### src/rtl/uart_rx_fifo.sv
// Oversampled UART receiver feeding a first-word-fall-through FIFO with per-entry parity/framing flags.
// Entry is written one cycle after the last stop sample; a full FIFO drops the frame and sets sticky overrun.
module uart_rx_fifo #(
  parameter int DATA_W     = 8,
  parameter int FIFO_DEPTH = 16,
  parameter int OVERSAMPLE = 16,
  parameter int PRESC_W    = 16
) (
  input  logic                          HCLK,
  input  logic                          HRESETn,
  input  logic                          rx,
  input  logic [PRESC_W-1:0]            prescale,
  input  logic                          parity_en,
  input  logic                          parity_odd,
  input  logic                          two_stop,
  output logic [DATA_W-1:0]             rd_data,
  output logic                          rd_perr,
  output logic                          rd_ferr,
  output logic                          rd_valid,
  input  logic                          rd_ready,
  output logic [$clog2(FIFO_DEPTH):0]   fifo_level,
  output logic                          overrun,
  input  logic                          clr_ovr,
  output logic                          rx_busy
);

  localparam int PTR_W = $clog2(FIFO_DEPTH);
  localparam int LVL_W = PTR_W + 1;
  localparam int TC_W  = $clog2(OVERSAMPLE);
  localparam int BC_W  = $clog2(DATA_W);
  localparam int ENT_W = DATA_W + 2;

  localparam logic [TC_W-1:0]  HALF_TICK = TC_W'(OVERSAMPLE / 2 - 1);
  localparam logic [TC_W-1:0]  FULL_TICK = TC_W'(OVERSAMPLE - 1);
  localparam logic [BC_W-1:0]  LAST_BIT  = BC_W'(DATA_W - 1);
  localparam logic [LVL_W-1:0] DEPTH_L   = LVL_W'(FIFO_DEPTH);

  typedef enum logic [2:0] {
    IDLE,
    START,
    DATA,
    PARITY,
    STOP1,
    STOP2
  } state_t;

  state_t state, state_n;

  logic rx_meta, rx_s, rx_d;

  logic [PRESC_W-1:0] presc_cnt, presc_cnt_n;
  logic [PRESC_W-1:0] presc_l;
  logic               par_en_l, par_odd_l, two_stop_l;
  logic               latch_cfg;

  logic [TC_W-1:0]    tick_cnt, tick_cnt_n;
  logic [BC_W-1:0]    bit_cnt, bit_cnt_n;
  logic [DATA_W-1:0]  shift, shift_n;
  logic               perr, perr_n;
  logic               ferr, ferr_n;
  logic               tick, samp;

  logic               push_vld, push_vld_n;
  logic [ENT_W-1:0]   push_dat, push_dat_n;

  logic [ENT_W-1:0]   mem [FIFO_DEPTH];
  logic [PTR_W-1:0]   wr_ptr, rd_ptr;
  logic [ENT_W-1:0]   head;
  logic               pop, push_ok;

  always_ff @(posedge HCLK) begin
    if (!HRESETn) begin
      rx_meta <= 1'b1;
      rx_s    <= 1'b1;
      rx_d    <= 1'b1;
    end else begin
      rx_meta <= rx;
      rx_s    <= rx_meta;
      rx_d    <= rx_s;
    end
  end

  // Ticks only exist inside a frame; the counter is parked at zero while idle.
  assign tick = (state != IDLE) && (presc_cnt == presc_l);
  assign samp = tick && (tick_cnt == FULL_TICK);

  always_comb begin
    state_n     = state;
    presc_cnt_n = presc_cnt;
    tick_cnt_n  = tick_cnt;
    bit_cnt_n   = bit_cnt;
    shift_n     = shift;
    perr_n      = perr;
    ferr_n      = ferr;
    push_vld_n  = 1'b0;
    push_dat_n  = push_dat;
    latch_cfg   = 1'b0;

    if (state != IDLE) begin
      presc_cnt_n = tick ? '0 : presc_cnt + 1'b1;
    end
    if (tick) begin
      tick_cnt_n = tick_cnt + 1'b1;
    end

    case (state)
      IDLE: begin
        presc_cnt_n = '0;
        tick_cnt_n  = '0;
        if (rx_d && !rx_s) begin
          state_n   = START;
          latch_cfg = 1'b1;
          bit_cnt_n = '0;
          perr_n    = 1'b0;
          ferr_n    = 1'b0;
        end
      end
      START: begin
        if (tick && (tick_cnt == HALF_TICK)) begin
          tick_cnt_n = '0;
          bit_cnt_n  = '0;
          state_n    = rx_s ? IDLE : DATA;
        end
      end
      DATA: begin
        if (samp) begin
          tick_cnt_n = '0;
          shift_n    = {rx_s, shift[DATA_W-1:1]};
          if (bit_cnt == LAST_BIT) begin
            state_n = par_en_l ? PARITY : STOP1;
          end else begin
            bit_cnt_n = bit_cnt + 1'b1;
          end
        end
      end
      PARITY: begin
        if (samp) begin
          tick_cnt_n = '0;
          perr_n     = ((^shift) ^ rx_s) != par_odd_l;
          state_n    = STOP1;
        end
      end
      STOP1: begin
        if (samp) begin
          tick_cnt_n = '0;
          ferr_n     = ferr | ~rx_s;
          if (two_stop_l) begin
            state_n = STOP2;
          end else begin
            state_n    = IDLE;
            push_vld_n = 1'b1;
            push_dat_n = {ferr | ~rx_s, perr, shift};
          end
        end
      end
      STOP2: begin
        if (samp) begin
          tick_cnt_n = '0;
          ferr_n     = ferr | ~rx_s;
          state_n    = IDLE;
          push_vld_n = 1'b1;
          push_dat_n = {ferr | ~rx_s, perr, shift};
        end
      end
      default: state_n = IDLE;
    endcase
  end

  always_ff @(posedge HCLK) begin
    if (!HRESETn) begin
      state      <= IDLE;
      presc_cnt  <= '0;
      tick_cnt   <= '0;
      bit_cnt    <= '0;
      shift      <= '0;
      perr       <= 1'b0;
      ferr       <= 1'b0;
      push_vld   <= 1'b0;
      push_dat   <= '0;
      presc_l    <= '0;
      par_en_l   <= 1'b0;
      par_odd_l  <= 1'b0;
      two_stop_l <= 1'b0;
    end else begin
      state     <= state_n;
      presc_cnt <= presc_cnt_n;
      tick_cnt  <= tick_cnt_n;
      bit_cnt   <= bit_cnt_n;
      shift     <= shift_n;
      perr      <= perr_n;
      ferr      <= ferr_n;
      push_vld  <= push_vld_n;
      push_dat  <= push_dat_n;
      if (latch_cfg) begin
        presc_l    <= prescale;
        par_en_l   <= parity_en;
        par_odd_l  <= parity_odd;
        two_stop_l <= two_stop;
      end
    end
  end

  assign rx_busy  = (state != IDLE);
  assign rd_valid = (fifo_level != '0);
  assign pop      = rd_valid && rd_ready;
  // A pop in the same cycle frees the slot, so a full FIFO can still take the push.
  assign push_ok  = push_vld && ((fifo_level < DEPTH_L) || pop);

  always_ff @(posedge HCLK) begin
    if (HRESETn && push_ok) begin
      mem[wr_ptr] <= push_dat;
    end
  end

  always_ff @(posedge HCLK) begin
    if (!HRESETn) begin
      wr_ptr     <= '0;
      rd_ptr     <= '0;
      fifo_level <= '0;
      overrun    <= 1'b0;
    end else begin
      if (push_ok) begin
        wr_ptr <= wr_ptr + 1'b1;
      end
      if (pop) begin
        rd_ptr <= rd_ptr + 1'b1;
      end
      case ({push_ok, pop})
        2'b10:   fifo_level <= fifo_level + 1'b1;
        2'b01:   fifo_level <= fifo_level - 1'b1;
        default: fifo_level <= fifo_level;
      endcase
      if (push_vld && !push_ok) begin
        overrun <= 1'b1;
      end else if (clr_ovr) begin
        overrun <= 1'b0;
      end
    end
  end

  assign head    = mem[rd_ptr];
  assign rd_data = rd_valid ? head[DATA_W-1:0] : '0;
  assign rd_perr = rd_valid ? head[DATA_W]     : 1'b0;
  assign rd_ferr = rd_valid ? head[DATA_W+1]   : 1'b0;

endmodule
### config.mk
export PLATFORM = sky130hd
export DESIGN_NAME = uart_rx_fifo
export DESIGN_NICKNAME = d
export VERILOG_FILES = /design/src/rtl/uart_rx_fifo.sv
export SDC_FILE = /design/constraint.sdc
export NUM_CORES = 1
export LEC_CHECK = 0
export ABC_CLOCK_PERIOD_IN_PS = 2800
export CAP_MARGIN = 20
export CELL_PAD_IN_SITES_DETAIL_PLACEMENT = 1
export CELL_PAD_IN_SITES_GLOBAL_PLACEMENT = 2
export CORE_UTILIZATION = 39
export DETAILED_ROUTE_END_ITERATION = 7
export GPL_TIMING_DRIVEN = 0
export PLACE_DENSITY_LB_ADDON = 0.1
export SLEW_MARGIN = 20
export SYNTH_ARGS = -nofsm -noshare
export SYNTH_HDL_FRONTEND = slang
export SYNTH_SLANG_ARGS = --single-unit
export TNS_END_PERCENT = 10
### constraint.sdc
create_clock -name HCLK -period 2.8 [get_ports HCLK]
set_clock_uncertainty 0.1 [all_clocks]
set_input_delay 0.56 -clock HCLK [delete_from_list [all_inputs] [get_ports HCLK]]
set_output_delay 0.56 -clock HCLK [all_outputs]
set_load 0.005 [all_outputs]
==> reports/qor.txt, run 1 <==
Final setup vio count: 13
CTS tree: yes
Drt initial violations: 271
Overall power: 0.00758 W
Post-Syn Nets: 754
Most common cell in the netlist: edfxtp_1
Hpwl dp: 16.2 mm
Vias in the first global route: 6420
Hold Fails Final Rpt: 0
Via Count: 5903
Setup TNS: -3.64 ns
Leakage: 4.05 nW
Max H-tree Level: 1
Final ANT Viol Nets: 0
Worst VDD drop: 0.000484 V
Max transition margin: 0.284
RSZ-0062 raised after global routing: yes
Vias per inst: 5.17
Largest cells by area after synthesis: edfxtp_1, dfxtp_1, mux4_2
Mapped cell area: 10200 sq um
Gpl congestion: 0.823
Minimum setup slack in the final design: -0.351 ns
Worst Tran Pin Value: 1.07 ns
Sum of buffers and inverters on the critical path: 3
Delay-heaviest family, CP: multiplexers
CP Capture Type: primary output
Post-synth top area cell: edfxtp_1
Die area: 26700 sq um
Global route total overflow: 0
Area Overhead vs Synth: 18.5%
DRT Wirelength: 23.6 mm
Root Buffer: clkbuf_16
PD cells: 630 nW/um^2
Hold Startpoint: rx_meta$_SDFF_PN1_
Status: finished, violations left
Critical path type: reg2out
Worst EP required: 2.14 ns
Worst reg2reg startpoint: fifo_level[0]$_SDFFE_PN0P_
Antenna violations before repair: 0
Avg Cell Area, Syn: 14.1 sq um
Initial Util: 0.401
FMAX: 317 MHz
Worst skew pair latency: 0.53 ns
I/O Buffers: 40
ANT cells: 0
Total CTS buffers: 27
Max-cap viol count: 0
DRC violations left: 0
Post-synth EDFFs: 160
Post-layout util: 0.475
Gate Count Post-Synth: 719
Fraction of registers with async set/reset: 0
Yosys cell types: 54
Slowest stage delay, CP: 0.58 ns
Slew Viols, Final: 0
Fin crit share: 1.13
Global-route wire length before repair: 37.2 mm
Core box area: 25300 sq um
Filler-free cell count of the finished design: 1141
Chip width: 163 microns
Crit path time final: 3.15 ns
Hold WC Path Type: reg2reg
WL/cell: 20.7 microns
DR pass1 iterations: 4
Clk buf depth: 3
DIE HEIGHT: 163 microns
Max FO, Critical Path: 6
Top cell type's share of synthesized area: 0.473
Setup slack at placement: -0.759 ns
Yosys warns: 0
Fraction of layout cells with a size suffix above 1: 0.186
Clk sinks: 247
Sequential fraction of the synthesis area: 0.645
CP startpoint kind: flop
Worst-path clk slew: 0.06 ns
Placed cells: 1089
Critical-path top delay cell: mux4_2
Critical Path AT: 2.49 ns
CP Cell Sequence: buf_12 > buf_12 > mux4_2 > mux4_2 > nor2b_1 > buf_2
IO Pins: 42
Top cells by count, synth: edfxtp_1, dfxtp_1, nor2_1
Ys flop type: edfxtp_1
Violated checks: negative setup slack
Std cell rows: 58
Pin count of the biggest net entering global routing: 18
Final #Nets: 826
Aggregate global-route resource usage: 0.186
Synthesized flop and latch total: 247
[flip-flops by register name, indices dropped and copies added (netlist names), 3 cells and up, named ones only]
name        flops
wr_ptr          4
bit_cnt         3
shift           8
state           3
rd_ptr          4
presc_l        16
mem           160
tick_cnt        4
push_dat       10
presc_cnt      16
fifo_level      5
[kinds of logic after synthesis]
| logic type | after synthesis | share of synthesized area |
|---|---|---|
| AO/OA/AOI/OAI | 54 | 0.0306 |
| flip-flops | 247 | 0.645 |
| adder cells (fa/ha/maj) | 11 | 0.0136 |
| buffers and inverters | 51 | 0.0212 |
| XOR/XNOR | 52 | 0.0448 |
| AND/OR/NAND/NOR | 230 | 0.111 |
| multiplexers | 74 | 0.135 |
[power breakdown]
group | total (W) | switching [W] | internal [W]
combinational | 0.000320 | 0.000196 | 0.000123
sequential | 0.00388 | 0.0000275 | 0.00385
clock | 0.00338 | 0.00142 | 0.00196
total | 0.00758 | 0.00164 | 0.00594
[final timing paths]
| kind | endpoint | slack [ns] | depth (start not counted) |
|---|---|---|---|
| worst max-delay path | rd_data[3] | -0.35 | 6 |
| worst min-delay path | rx_s$_SDFF_PN1_ | 0.32 | 1 |
| worst max register to register | fifo_level[4]$_SDFFE_PN0P_ | -0.14 | 12 |
| worst min register to register | rx_s$_SDFF_PN1_ | 0.32 | 1 |
[layout by cell type, fill, tap and decap left out, drive strengths merged, types with 3 or more instances in the layout]
cell type      count
nor3b              3
clkdlybuf4s50     30
nor2              79
nor3               4
dfxtp             87
edfxtp           160
mux2i             24
nand2             67
o21ai              8
or3b               3
xor2              18
inv               16
a31oi              3
or3                5
clkbuf            46
and3               3
nand3b             3
mux4              50
nor2b             13
xnor2             34
a21oi             31
nand3             13
clkinvlp           6
nand4             15
nand2b             6
or4                4
and2               4
buf               32
clkinv            11
ha                11
[timing repair]
item,in CTS,in global routing
buffers inserted,3,0
setup endpoints to repair,132,48
resized for setup,85,5
cloned,3,0
hold buffers,0,0
pin swaps,1,1
[final cells by class]
cell class,count,area (sq um)
plain buffers,33,246
clock buffers,29,683
clock inverters,20,173
fillers,2527,13300
inverters,15,56.3
multi-input cells,421,3440
flip-flops and latches,247,6550
well taps,330,413
repair buffers,46,468
[metrics by stage]
stage | instance area (sq um) | hold slack, ns
floorplan | 10200 | 0.286
global placement | 11000 | 0.295
detailed placement | 11000 | 0.311
CTS | 12000 | 0.325
global route | 12000 | 0.356
finish | 12000 | 0.317
[per-layer routing]
layer,vias to the layer above,part of all wire,global-route usage
met5,-,0,0
met3,31,0.036,0.0236
met2,97,0.50,0.324
met1,2990,0.44,0.241
met4,0,0.023,0.0552
li1,2785,-,-
(Power assumes the default switching activity.)
==> run 2: changes to the inputs <==
--- a/config.mk
+++ b/config.mk
@@ -13,6 +13,7 @@
 export DETAILED_ROUTE_END_ITERATION = 7
 export GPL_TIMING_DRIVEN = 0
 export PLACE_DENSITY_LB_ADDON = 0.1
+export REMOVE_ABC_BUFFERS = 1
 export SLEW_MARGIN = 20
 export SYNTH_ARGS = -nofsm -noshare
 export SYNTH_HDL_FRONTEND = slang
==> reports/qor.txt, run 2 (same netlist as run 1, synthesis figures left out) <==
Delay-heaviest family, CP: multiplexers (unchanged)
Sum of buffers and inverters on the critical path: 3 (unchanged)
Filler cells: 2518 (was 2527)
Via Count: 5889 (was 5903)
Most frequent cells in the layout: edfxtp_1, dfxtp_1, nor2_1, nand2_1, mux4_2 (was edfxtp_1, dfxtp_1, nor2_1)
DIE HEIGHT: 163 microns (unchanged)
Core box area: 25300 sq um (unchanged)
IO Pins: 42 (unchanged)
Area Overhead vs Synth: 19.6% (was 18.5%)
DRT Wirelength: 22.8 mm (was 23.6 mm)
CP Cell Sequence: buf_6 > buf_12 > mux4_2 > mux4_2 > nor2b_1 > buf_2 (was buf_12 > buf_12 > mux4_2 > mux4_2 > nor2b_1 > buf_2)
Critical path type: reg2out (unchanged)
CP Capture Type: primary output (unchanged)
Gpl congestion: 0.793 (was 0.823)
Reg with most FFs: mem (unchanged)
Overall power: 0.00759 W (was 0.00758 W)
Initial Util: 0.401 (unchanged)
Worst hold margin: 0.310 ns (was 0.317 ns)
Hpwl dp: 14.2 mm (was 16.2 mm)
Slew Viols, Final: 0 (unchanged)
Hold Fails Final Rpt: 0 (unchanged)
Final setup vio count: 10 (was 13)
Global route total overflow: 0 (unchanged)
Antenna violations before repair: 0 (unchanged)
Critical-path top delay cell: mux4_2 (unchanged)
FF+latch area: 6560 sq um (was 6550 sq um)
Worst VDD drop: 0.000390 V (was 0.000484 V)
Design area: 12100 sq um (was 12000 sq um)
Critical Path AT: 2.53 ns (was 2.49 ns)
Crit path time final: 3.19 ns (was 3.15 ns)
DRC violations left: 0 (unchanged)
Minimum setup slack in the final design: -0.387 ns (was -0.351 ns)
Most frequent CP cell: mux4_2
Worst Tran Pin Value: 1.04 ns (was 1.07 ns)
Hold WC Path Type: reg2reg (unchanged)
Slowest stage delay, CP: 0.53 ns (was 0.58 ns)
Global-route wire length before repair: 35.9 mm (was 37.2 mm)
Vias per inst: 5.21 (was 5.17)
PD cells: 625 nW/um^2 (was 630 nW/um^2)
Drt initial violations: 309 (was 271)
Area occupied by multi-input gates: 3520 sq um (was 3440 sq um)
Max transition margin: 0.305 (was 0.284)
Final ANT Viol Nets: 0 (unchanged)
Worst-path clk slew: 0.06 ns (about the same)
Violated checks: negative setup slack (unchanged)
Number of flip-flops in the largest register: 160 (unchanged)
Std cell rows: 58 (unchanged)
CTS tree: yes (unchanged)
Total CTS buffers: 27 (unchanged)
Worst EP required: 2.14 ns (about the same)
Max-cap viol count: 0 (unchanged)
RSZ-0062 raised after global routing: yes (unchanged)
Status: finished, violations left (unchanged)
Die area: 26700 sq um (unchanged)
ANT cells: 0 (unchanged)
Worst skew pair latency: 0.54 ns (was 0.53 ns)
Leakage: 4.08 nW (was 4.05 nW)
DR pass1 iterations: 4 (unchanged)
Clk buf depth: 3 (unchanged)
I/O Buffers: 41 (was 40)
Vias in the first global route: 6202 (was 6420)
Clk sinks: 247 (unchanged)
Final #Nets: 814 (was 826)
Chip width: 163 microns (unchanged)
WL/cell: 20.1 microns (was 20.7 microns)
Largest registers: mem: 160 flops, presc_cnt: 16 flops, presc_l: 16 flops (unchanged)
Max FO, Critical Path: 5 (was 6)
Aggregate global-route resource usage: 0.178 (was 0.186)
Setup TNS: -3.43 ns (was -3.64 ns)
Fin crit share: 1.14 (was 1.13)
Pin count of the biggest net entering global routing: 38 (was 18)
Max H-tree Level: 1 (unchanged)
FMAX: 314 MHz (was 317 MHz)
Fraction of layout cells with a size suffix above 1: 0.208 (was 0.186)
Root Buffer: clkbuf_16 (unchanged)
Most common cell after layout, fill and taps aside: edfxtp_1 (unchanged)
Placed cell area: 10900 sq um (was 11000 sq um)
CP startpoint kind: flop (unchanged)
-- run 2: cell count changes in the layout (fill, tap and decap cells not counted), moves of 5 or more --
cell	before	now
buf_4	3	10
buf_6	1	6
nor2_1	77	66
buf_2	17	8
clkbuf_1	13	3
nor2_2	1	8
-- run 2: repair_timing --
action,in CTS,in global routing
gates resized for setup,50,21
gates cloned,5,1
pin swaps,0,3
setup buffers,11,5
hold buffers,0,0
setup endpoints to repair,56,48
-- run 2: per-layer routing --
layer  routed length [microns]  share of wire  vias up  global-route usage
met1                     10100           0.45     2999               0.233
met4                       473          0.021        0              0.0467
met5                         0              0        -                   0
met2                     11400           0.50       85               0.307
li1                          -              -     2774                   -
met3                       710          0.031       31              0.0254
-- run 2: area by class of cell --
class                      instances  area share
clock buffer                      30      0.0565
multi-input combinational        421       0.290
tap                              330      0.0340
inverter                          15     0.00505
timing repair buffer              67      0.0611
sequential                       247       0.540
clock inverter                    20      0.0139
-- run 2: where the power goes --
part	leakage (nW)	internal (W)	switching [W]
clock	0.406	0.00196	0.00144
combinational	1.49	0.000125	0.000186
sequential	2.19	0.00385	0.0000282
total	4.08	0.00594	0.00165
-- run 2: stage by stage --
stage | worst slack (ns) | std cells | util
3_3_place_gp | -2.91 | 1054 | 0.427
3_5_place_dp | -1.60 | 1060 | 0.432
6_report | -0.387 | 1130 | 0.480
5_1_grt | -0.471 | 1130 | 0.480
4_1_cts | -0.497 | 1126 | 0.476
2_1_floorplan | -0.865 | 683 | -
-- run 2: path summary, 6_finish.rpt --
path	startpoint	to	slack [ns]	cells after the start
worst min register to register	rx_meta$_SDFF_PN1_	rx_s$_SDFF_PN1_	0.31	1
worst min-delay path	rx_meta$_SDFF_PN1_	rx_s$_SDFF_PN1_	0.31	1
worst max register to register	presc_cnt[10]$_SDFFE_PP0N_	bit_cnt[0]$_SDFFE_PN0P_	0.05	6
worst max-delay path	flop	rd_data[7]	-0.39	6
